**src/rtl/multicycle_control_if.sv**
```systemverilog
// rtl/multicycle_control_if.sv - control/datapath bundle for multicycle_control
// master = controller side, slave = datapath side.
interface multicycle_control_if #(
  parameter int OP_W    = 7,
  parameter int ALUOP_W = 2,
  parameter int CNT_W   = 32
);
  logic [OP_W-1:0]    Op_i;
  logic               Zero_i;
  logic               MemReady_i;
  logic [ALUOP_W-1:0] ALUOp_o;
  logic               ALUSrc_o;
  logic               RegWrite_o;
  logic               MemRead_o;
  logic               MemWrite_o;
  logic               MemtoReg_o;
  logic               IRWrite_o;
  logic               PCWrite_o;
  logic               PCSrc_o;
  logic               Illegal_o;
  logic [2:0]         State_o;
  logic [CNT_W-1:0]   CycleCnt_o;
  logic [CNT_W-1:0]   InstRet_o;

  modport master (
    input  Op_i, Zero_i, MemReady_i,
    output ALUOp_o, ALUSrc_o, RegWrite_o, MemRead_o, MemWrite_o, MemtoReg_o,
           IRWrite_o, PCWrite_o, PCSrc_o, Illegal_o, State_o, CycleCnt_o, InstRet_o
  );

  modport slave (
    output Op_i, Zero_i, MemReady_i,
    input  ALUOp_o, ALUSrc_o, RegWrite_o, MemRead_o, MemWrite_o, MemtoReg_o,
           IRWrite_o, PCWrite_o, PCSrc_o, Illegal_o, State_o, CycleCnt_o, InstRet_o
  );
endinterface

```
**src/rtl/multicycle_control.sv**
```systemverilog
// rtl/multicycle_control.sv - multi-cycle RISC-V control FSM with memory-ready stalls
// Optional performance counters enabled by defining CTRL_PERF_CNT_EN.
module multicycle_control #(
  parameter int OP_W    = 7,
  parameter int ALUOP_W = 2,
  parameter int CNT_W   = 32
) (
  input  logic                 clk_i,
  input  logic                 rst_i,
  multicycle_control_if.master bus
);

  typedef enum logic [2:0] {
    S_FETCH  = 3'd0,
    S_DECODE = 3'd1,
    S_EXEC   = 3'd2,
    S_WB     = 3'd3,
    S_MADDR  = 3'd4,
    S_MEM    = 3'd5,
    S_BRANCH = 3'd6
  } state_t;

  localparam logic [OP_W-1:0] OP_R   = OP_W'(7'b0110011);
  localparam logic [OP_W-1:0] OP_I   = OP_W'(7'b0010011);
  localparam logic [OP_W-1:0] OP_LD  = OP_W'(7'b0000011);
  localparam logic [OP_W-1:0] OP_ST  = OP_W'(7'b0100011);
  localparam logic [OP_W-1:0] OP_BEQ = OP_W'(7'b1100011);

  localparam logic [ALUOP_W-1:0] ALU_ADD   = ALUOP_W'(2'b00);
  localparam logic [ALUOP_W-1:0] ALU_SUB   = ALUOP_W'(2'b01);
  localparam logic [ALUOP_W-1:0] ALU_FUNCT = ALUOP_W'(2'b10);

  state_t          r_state;
  logic [OP_W-1:0] r_op;

  logic               w_is_r;
  logic               w_is_ld;
  logic               w_is_st;
  logic               w_dec_legal;
  logic [ALUOP_W-1:0] w_aluop;
  logic               w_alusrc;
  logic               w_regwrite;
  logic               w_memread;
  logic               w_memwrite;
  logic               w_memtoreg;
  logic               w_irwrite;
  logic               w_pcwrite;
  logic               w_pcsrc;
  logic               w_illegal;

  // Full-width compares, so any nonzero upper opcode bit makes the opcode illegal.
  assign w_is_r      = (r_op == OP_R);
  assign w_is_ld     = (r_op == OP_LD);
  assign w_is_st     = (r_op == OP_ST);
  assign w_dec_legal = (bus.Op_i == OP_R) || (bus.Op_i == OP_I) || (bus.Op_i == OP_LD) ||
                       (bus.Op_i == OP_ST) || (bus.Op_i == OP_BEQ);

  always_ff @(posedge clk_i or posedge rst_i) begin
    if (rst_i) begin
      r_state <= S_FETCH;
      r_op    <= '0;
    end else begin
      case (r_state)
        S_FETCH: begin
          if (bus.MemReady_i) r_state <= S_DECODE;
        end
        S_DECODE: begin
          r_op <= bus.Op_i;
          if ((bus.Op_i == OP_R) || (bus.Op_i == OP_I))        r_state <= S_EXEC;
          else if ((bus.Op_i == OP_LD) || (bus.Op_i == OP_ST)) r_state <= S_MADDR;
          else if (bus.Op_i == OP_BEQ)                         r_state <= S_BRANCH;
          else                                                 r_state <= S_FETCH;
        end
        S_EXEC:  r_state <= S_WB;
        S_MADDR: r_state <= S_MEM;
        S_MEM: begin
          if (bus.MemReady_i) r_state <= w_is_st ? S_FETCH : S_WB;
        end
        S_WB:     r_state <= S_FETCH;
        S_BRANCH: r_state <= S_FETCH;
        default:  r_state <= S_FETCH;
      endcase
    end
  end

  // Outputs are gated by rst_i because FETCH (the reset state) would otherwise request a read.
  always_comb begin
    w_aluop    = ALU_ADD;
    w_alusrc   = 1'b0;
    w_regwrite = 1'b0;
    w_memread  = 1'b0;
    w_memwrite = 1'b0;
    w_memtoreg = 1'b0;
    w_irwrite  = 1'b0;
    w_pcwrite  = 1'b0;
    w_pcsrc    = 1'b0;
    w_illegal  = 1'b0;
    if (!rst_i) begin
      case (r_state)
        S_FETCH: begin
          w_memread = 1'b1;
          if (bus.MemReady_i) begin
            w_irwrite = 1'b1;
            w_pcwrite = 1'b1;
          end
        end
        S_DECODE: w_illegal = !w_dec_legal;
        S_EXEC: begin
          if (w_is_r) w_aluop  = ALU_FUNCT;
          else        w_alusrc = 1'b1;
        end
        S_MADDR: w_alusrc = 1'b1;
        S_MEM: begin
          if (w_is_st) w_memwrite = 1'b1;
          else         w_memread  = 1'b1;
        end
        S_WB: begin
          w_regwrite = 1'b1;
          w_memtoreg = w_is_ld;
        end
        S_BRANCH: begin
          w_aluop   = ALU_SUB;
          w_pcsrc   = 1'b1;
          w_pcwrite = bus.Zero_i;
        end
        default: ;
      endcase
    end
  end

  assign bus.ALUOp_o    = w_aluop;
  assign bus.ALUSrc_o   = w_alusrc;
  assign bus.RegWrite_o = w_regwrite;
  assign bus.MemRead_o  = w_memread;
  assign bus.MemWrite_o = w_memwrite;
  assign bus.MemtoReg_o = w_memtoreg;
  assign bus.IRWrite_o  = w_irwrite;
  assign bus.PCWrite_o  = w_pcwrite;
  assign bus.PCSrc_o    = w_pcsrc;
  assign bus.Illegal_o  = w_illegal;
  assign bus.State_o    = r_state;

`ifdef CTRL_PERF_CNT_EN
  logic [CNT_W-1:0] r_cycle_cnt;
  logic [CNT_W-1:0] r_inst_ret;
  logic             w_retire;

  assign w_retire = (r_state == S_WB) || (r_state == S_BRANCH) ||
                    ((r_state == S_MEM) && bus.MemReady_i && w_is_st);

  always_ff @(posedge clk_i or posedge rst_i) begin
    if (rst_i) begin
      r_cycle_cnt <= '0;
      r_inst_ret  <= '0;
    end else begin
      r_cycle_cnt <= r_cycle_cnt + CNT_W'(1);
      if (w_retire) r_inst_ret <= r_inst_ret + CNT_W'(1);
    end
  end

  assign bus.CycleCnt_o = r_cycle_cnt;
  assign bus.InstRet_o  = r_inst_ret;
`else
  assign bus.CycleCnt_o = '0;
  assign bus.InstRet_o  = '0;
`endif

endmodule
```
**src/flat_wrapper.sv**
```systemverilog
// flat-port wrapper written by rule: the top's interface ports become plain ports
module multicycle_control_flat 
#(
  parameter int OP_W    = 7,
  parameter int ALUOP_W = 2,
  parameter int CNT_W   = 32
)
  (clk_i, rst_i, bus_Op_i, bus_Zero_i, bus_MemReady_i, bus_ALUOp_o, bus_ALUSrc_o, bus_RegWrite_o, bus_MemRead_o, bus_MemWrite_o, bus_MemtoReg_o, bus_IRWrite_o, bus_PCWrite_o, bus_PCSrc_o, bus_Illegal_o, bus_State_o, bus_CycleCnt_o, bus_InstRet_o);
  multicycle_control_if #(.OP_W(OP_W), .ALUOP_W(ALUOP_W), .CNT_W(CNT_W)) bus_i ();
  input  logic clk_i;
  input  logic rst_i;
  input wire logic [$bits(bus_i.Op_i)-1:0] bus_Op_i;
  input wire logic [$bits(bus_i.Zero_i)-1:0] bus_Zero_i;
  input wire logic [$bits(bus_i.MemReady_i)-1:0] bus_MemReady_i;
  output wire logic [$bits(bus_i.ALUOp_o)-1:0] bus_ALUOp_o;
  output wire logic [$bits(bus_i.ALUSrc_o)-1:0] bus_ALUSrc_o;
  output wire logic [$bits(bus_i.RegWrite_o)-1:0] bus_RegWrite_o;
  output wire logic [$bits(bus_i.MemRead_o)-1:0] bus_MemRead_o;
  output wire logic [$bits(bus_i.MemWrite_o)-1:0] bus_MemWrite_o;
  output wire logic [$bits(bus_i.MemtoReg_o)-1:0] bus_MemtoReg_o;
  output wire logic [$bits(bus_i.IRWrite_o)-1:0] bus_IRWrite_o;
  output wire logic [$bits(bus_i.PCWrite_o)-1:0] bus_PCWrite_o;
  output wire logic [$bits(bus_i.PCSrc_o)-1:0] bus_PCSrc_o;
  output wire logic [$bits(bus_i.Illegal_o)-1:0] bus_Illegal_o;
  output wire logic [$bits(bus_i.State_o)-1:0] bus_State_o;
  output wire logic [$bits(bus_i.CycleCnt_o)-1:0] bus_CycleCnt_o;
  output wire logic [$bits(bus_i.InstRet_o)-1:0] bus_InstRet_o;
  assign bus_i.Op_i = bus_Op_i;
  assign bus_i.Zero_i = bus_Zero_i;
  assign bus_i.MemReady_i = bus_MemReady_i;
  assign bus_ALUOp_o = bus_i.ALUOp_o;
  assign bus_ALUSrc_o = bus_i.ALUSrc_o;
  assign bus_RegWrite_o = bus_i.RegWrite_o;
  assign bus_MemRead_o = bus_i.MemRead_o;
  assign bus_MemWrite_o = bus_i.MemWrite_o;
  assign bus_MemtoReg_o = bus_i.MemtoReg_o;
  assign bus_IRWrite_o = bus_i.IRWrite_o;
  assign bus_PCWrite_o = bus_i.PCWrite_o;
  assign bus_PCSrc_o = bus_i.PCSrc_o;
  assign bus_Illegal_o = bus_i.Illegal_o;
  assign bus_State_o = bus_i.State_o;
  assign bus_CycleCnt_o = bus_i.CycleCnt_o;
  assign bus_InstRet_o = bus_i.InstRet_o;
  multicycle_control #(.OP_W(OP_W), .ALUOP_W(ALUOP_W), .CNT_W(CNT_W)) u_core (.clk_i(clk_i), .rst_i(rst_i), .bus(bus_i));
endmodule
```
**config.mk**
```make
export PLATFORM = sky130hd
export DESIGN_NAME = multicycle_control_flat
export DESIGN_NICKNAME = d
export VERILOG_FILES = /design/src/rtl/multicycle_control_if.sv /design/src/rtl/multicycle_control.sv /design/src/flat_wrapper.sv
export SDC_FILE = /design/constraint.sdc
export NUM_CORES = 1
export LEC_CHECK = 0
export BUFFER_PORTS_ARGS = -buffer_cell sky130_fd_sc_hd__buf_2
export CAP_MARGIN = 40
export CORE_MARGIN = 2
export CORE_UTILIZATION = 43
export DETAILED_ROUTE_END_ITERATION = 10
export PLACE_DENSITY = 0.87
export SETUP_SLACK_MARGIN = 0.5
export SYNTH_ARGS = -nofsm -noshare
export SYNTH_HDL_FRONTEND = slang
export SYNTH_SLANG_ARGS = --single-unit
export TNS_END_PERCENT = 5
```
**constraint.sdc**
```tcl
create_clock -name clk_i -period 5.1 [get_ports clk_i]
set_input_delay 1.53 -clock clk_i [delete_from_list [all_inputs] [get_ports clk_i]]
set_output_delay 1.53 -clock clk_i [all_outputs]
set_load 0.02 [all_outputs]
```
# Word-level counts from Yosys, hierarchy flattened
# Cells that the tools add are included.
# classes
bitwise,0
eq_ne,16
div_mod_pow,0
order_cmp,0
n_addsub,0
n_shift,0
n_mul,0
n_reduce_logical,8
muxes,32
# ops
op,n
equality test 7 x 6 -> 1 bit (second input constant),4
2-to-1 mux 1 bit,19
2-to-1 mux 3 bit,5
one-hot mux 3 bit (5 select lines),1
equality test 7 x 2 -> 1 bit (second input constant),2
equality test 3 bit (second input constant),3
equality test 7 x 5 -> 1 bit (second input constant),1
equality test 7 bit (second input constant),1
equality test 3 x 2 -> 1 bit (second input constant),2
2-to-1 mux 2 bit,3
one-hot mux 1 bit (2 select lines),3
logical OR 1 bit,5
!= test 2 bit (second input constant),2
one-hot mux 2 bit (2 select lines),1
equality test 3 x 1 -> 1 bit (second input constant),1
logical NOT 3 bit,1
AND reduction 2 bit,1
logical NOT 1 bit,1
# word_totals
rom_bits,0
elab_cells,58
memories,0
out_inout_bits,78
ram_bits,0
latch_bits,0
regBits,10

# Logic depth before layout (Yosys ltp)
# depth
depth_word,8
ltp_mapped,4

# Worst setup path before layout
# No wires, ideal clock.
# synth_timing
path_type,input port to output port
start,input port rst_i
end,output port bus_PCWrite_o
required_time_ns,3.570
setup_slack_ns,1.144
path_buffers,0
path_stages,2
t_arrival_ns,2.426
cell_sequence,nor3_1 > a21o_1
# synth_between
elab_chain_len,1
# synth_lines
element,line_no,text
"start, declared",flat_wrapper.sv:11,input logic rst_i;
2-to-1 mux 1 bit,multicycle_control.sv:98,if (!rst_i) begin
"end, declared",flat_wrapper.sv:22,output wire logic [$bits(bus_i.PCWrite_o)-1:0] bus_PCWrite_o;
# No other way between the ends.

# Worst setup path after layout
# layout_timing
start,input port bus_Op_i[2]
end,output port bus_Illegal_o
# layout_between
elab_chain_len,8
elab_cells_between_ends,12
classes_between,eq/ne: 5; mux: 2; reduce/logical: 5
# layout_lines
element,line_no,text
"start, declared",flat_wrapper.sv:12,input wire logic [$bits(bus_i.Op_i)-1:0] bus_Op_i;
equality test 7 x 6 -> 1 bit or equality test 7 x 5 -> 1 bit (tied branches),multicycle_control.sv:55,assign w_dec_legal = (bus.Op_i == OP_R) || (bus.Op_i == OP_I) || (bus.Op_i == OP_LD) ||
logical OR 1 bit (3 in a row),multicycle_control.sv:55,
logical OR 1 bit (*),multicycle_control.sv:56,(bus.Op_i == OP_ST) || (bus.Op_i == OP_BEQ);
logical NOT 1 bit (*),multicycle_control.sv:107,S_DECODE: w_illegal = !w_dec_legal;
2-to-1 mux 1 bit (*),multicycle_control.sv:99,case (r_state)
2-to-1 mux 1 bit (*),multicycle_control.sv:98,
"end, declared",flat_wrapper.sv:24,output wire logic [$bits(bus_i.Illegal_o)-1:0] bus_Illegal_o;
# Every way passes the cells marked *; elsewhere a longest branch is shown, timed or not.

==> summary.txt <==
Clock tree
  • Number of H-tree levels: 1
  • Worst-Skew Late Latency: ~0.26 ns
  • Inserted Clock Buffers: 3
  • Hold Buf Count CTS: 0
  • Clock buffer depth: 2
  • Number of post-CTS setup repair buffers: 0
  • Post-CTS Resized: 0
  • CTS tree: done
  • # clock sinks: 10
  • Root Driver: clkbuf_4
  • Reg clk slew, reported paths: about 0.060 ns

Run status
  • Status: finished, final reports clean

Global route
  • Total GRT Usage: around 11%
  • Largest net degree at the start of global routing: 13
  • Initial antenna violation count: 0
  • Grt total ovfl: 0
  • Number of global-route vias before repair: about 590
  • Global-route wire length before repair: between 2000 and 3000 µm

Place
  • Placer Congestion: between 0.7 and 0.8
  • Cells after DPL: around 180
  • HPWL after DPL: roughly 1500 µm
  • DP Area: between 1000 and 1500 µm²
  • I/O Buffers: 24

Floorplanning
  • # rows: 18
  • IO Pins: slightly below 90
  • Die area: approximately 3000 µm²
  • Core box area: about 2500 µm²
  • Chip Height: roughly 55 µm
  • Starting Density: about 46%
  • Die W: 55.2 µm

Power and ir drop
  • Comb pwr share: approximately two fifths
  • Switching Share: between 40% and 50%
  • Leakage power: 0.601 nW
  • Clock power frac: about a fifth
  • Psw: approximately 0.00015 W
  • Int Pwr: between 0.0002 and 0.00025 W
  • Worst vdd ir: 0.192 mV
  • Flop pwr share: between 30% and 40%
  • Power per cell area: 330 nW/µm²

Worst setup path
  • Crit Path Class: primary input to primary output
  • CP most frequent cell: buf_2
  • CP Launch Type: primary input
  • Crit path cell chain: buf_2, nor4bb_1, a21oi_1, buf_2
  • Worst path required time: roughly 3.6 ns
  • WP buf/inv: 2
  • CP max stage delay: 0.54 ns
  • Worst reg-to-reg setup slack: 3.43 ns
  • Max FO, Critical Path: 3
  • CP max stage cell: nor4bb_1
  • CP endpoint kind: primary output
  • CP delay by family, top: simple AND/OR/NAND/NOR gates
  • CP Data Arrival Time: about 2.5 ns

Hold path
  • Min-Delay Path Class: flop to flop

Route
  • DR vias: between 700 and 800
  • DR WL/cell: ~9.4 µm
  • Metal3 WL: about 130 µm
  • WL met1: around 670 µm
  • 1st-pass router iterations: 4
  • Highest metal used: met4
  • Via density: roughly 4.0
  • Routed WL: approximately 1700 µm
  • Metal2 WL: 917 µm
  • DR DRC count: 0
  • DRT antenna net count: 0
  • DR iter-0 viols: 9

Finish
  • Antenna diodes: 0
  • Fin util: a little over two fifths
  • Final Cell Area: between 1000 and 1500 µm²
  • Final nets: around 170
  • Layout cells sized above 1: approximately a quarter
  • Final Non-Filler Cells: approximately 190
  • Most common cell after layout, fill and taps aside: conb_1
  • Most frequent cells in the layout: conb_1 (64), buf_2 (24), dfrtp_1 (10)
  • Synthesis-to-layout area growth: -6.10%

Synth
  • Synth warn: 0
  • Seq/Total Area, Yosys: 22.2%
  • Cell count after synthesis: ~130
  • Mapped Avg Cell Area: 8.54 µm²
  • Distinct cell type count after synthesis: 32
  • Synth Cell Area: 1130 µm²
  • Synthesized flop and latch total: 10

STA
  • RSZ-0062 raised after global routing: no
  • Max transition margin: 56.9%
  • Final setup violating endpoints: 0
  • Final Cycle Share: 78.8%
  • Worst hold slack: about 0.53 ns
  • Min Tclk post-route: between 4 and 5 ns
  • Max-slew violation count: 0
  • Clk_skew: ~0.00045 ns
  • Final hold vios: 0
  • Fmax: 0.249 GHz
  • Least-Margin Pin Slew: around 0.64 ns
  • Setup TNS: 0 ns

Run
  • Max Cap Viol: 0
worst reg2reg max path: cells and delay by family (launching register included):
kind	cells	cell delay, ns
and+or+nand+nor	1	0.61
DFF	1	0.53
muxes	1	0.41
kinds of logic after synthesis:
| kind of cell | Yosys count | synth area share, % |
|---|---|---|
| flops | 10 | 22.2 |
| buf+inv | 70 | 45.0 |
| other cells | 1 | 0.333 |
| simple gates | 33 | 17.9 |
| compound gates | 11 | 7.66 |
| mux | 7 | 6.99 |
area by class of cell:
cell class	instances	area (µm²)
Fill cell	258	1420
Tap cell	30	37.5
Timing Repair Buffer	24	120
Multi-Input combinational cell	115	607
Sequential cell	10	250
Clock buffer	4	36.3
Inverter	2	7.51
synthesized netlist by cell type (all sizes together):
master	instances	area, µm²
a41o	1	10.0
o221a	1	11.3
a21oi	1	5.00
nor2b	1	6.26
or4b	1	13.8
nand2	3	11.3
a211oi	1	7.51
clkbuf	3	11.3
a21o	1	7.51
nand3b	1	7.51
dfrtp	10	250
and3	2	12.5
nor4	2	12.5
o311ai	1	8.76
conb	1	3.75
nor3	2	10.0
nor4bb	1	10.0
o211ai	2	15.0
o21ai	1	5.00
mux2	7	78.8
a21boi	1	7.51
nor3b	2	20.0
or2	3	18.8
inv	2	7.51
nor2	8	30.0
a32oi	1	8.76
nand2b	4	25.0
nand4	1	6.26
and3b	2	17.5
buf	65	488
stage by stage:
| step | total power (W) | setup WS [ns] |
|---|---|---|
| finish | 0.000349 | 1.08 |
| global route | 0.000376 | 1.00 |
| CTS | 0.000352 | 1.10 |
| detailed placement | 0.000280 | 1.10 |
| global placement | 0.000274 | 1.09 |
| floorplan | 0.000286 | 1.14 |
flip-flops by register name (all words and copies together) (netlist names):
signal              count
u_core.r_op             7
u_core.bus.State_o      3
per-layer routing:
metal	up-vias	GRT usage, %
met5	-	0
met4	0	6.27
met3	2	3.75
met2	39	18.9
met1	338	12.1
li1	363	-
worst paths after layout:
path                                               to  depth (start not counted)             startpoint
worst max register to register         u_core.r_op[1]                          2  u_core.bus.State_o[0]
min in group asynchronous       u_core.bus.State_o[0]                          2                  rst_i
worst min register to register         u_core.r_op[2]                          1         u_core.r_op[2]
max in group asynchronous              u_core.r_op[3]                          2                  rst_i
worst max-delay path                    bus_Illegal_o                          4            bus_Op_i[2]
worst min-delay path                   u_core.r_op[2]                          1         u_core.r_op[2]
power by group through the flow:
stage / clock (W) / combinational, W / sequential [W]
6_report: 0.0000709 / 0.000139 / 0.000139
4_1_cts: 0.0000736 / 0.000139 / 0.000139
3_5_place_dp: 0 / 0.000139 / 0.000140
5_1_grt: 0.0000800 / 0.000152 / 0.000144
3_3_place_gp: 0 / 0.000136 / 0.000138
2_1_floorplan: 0 / 0.000157 / 0.000130
Note: power is estimated with default switching activity, not from simulation.
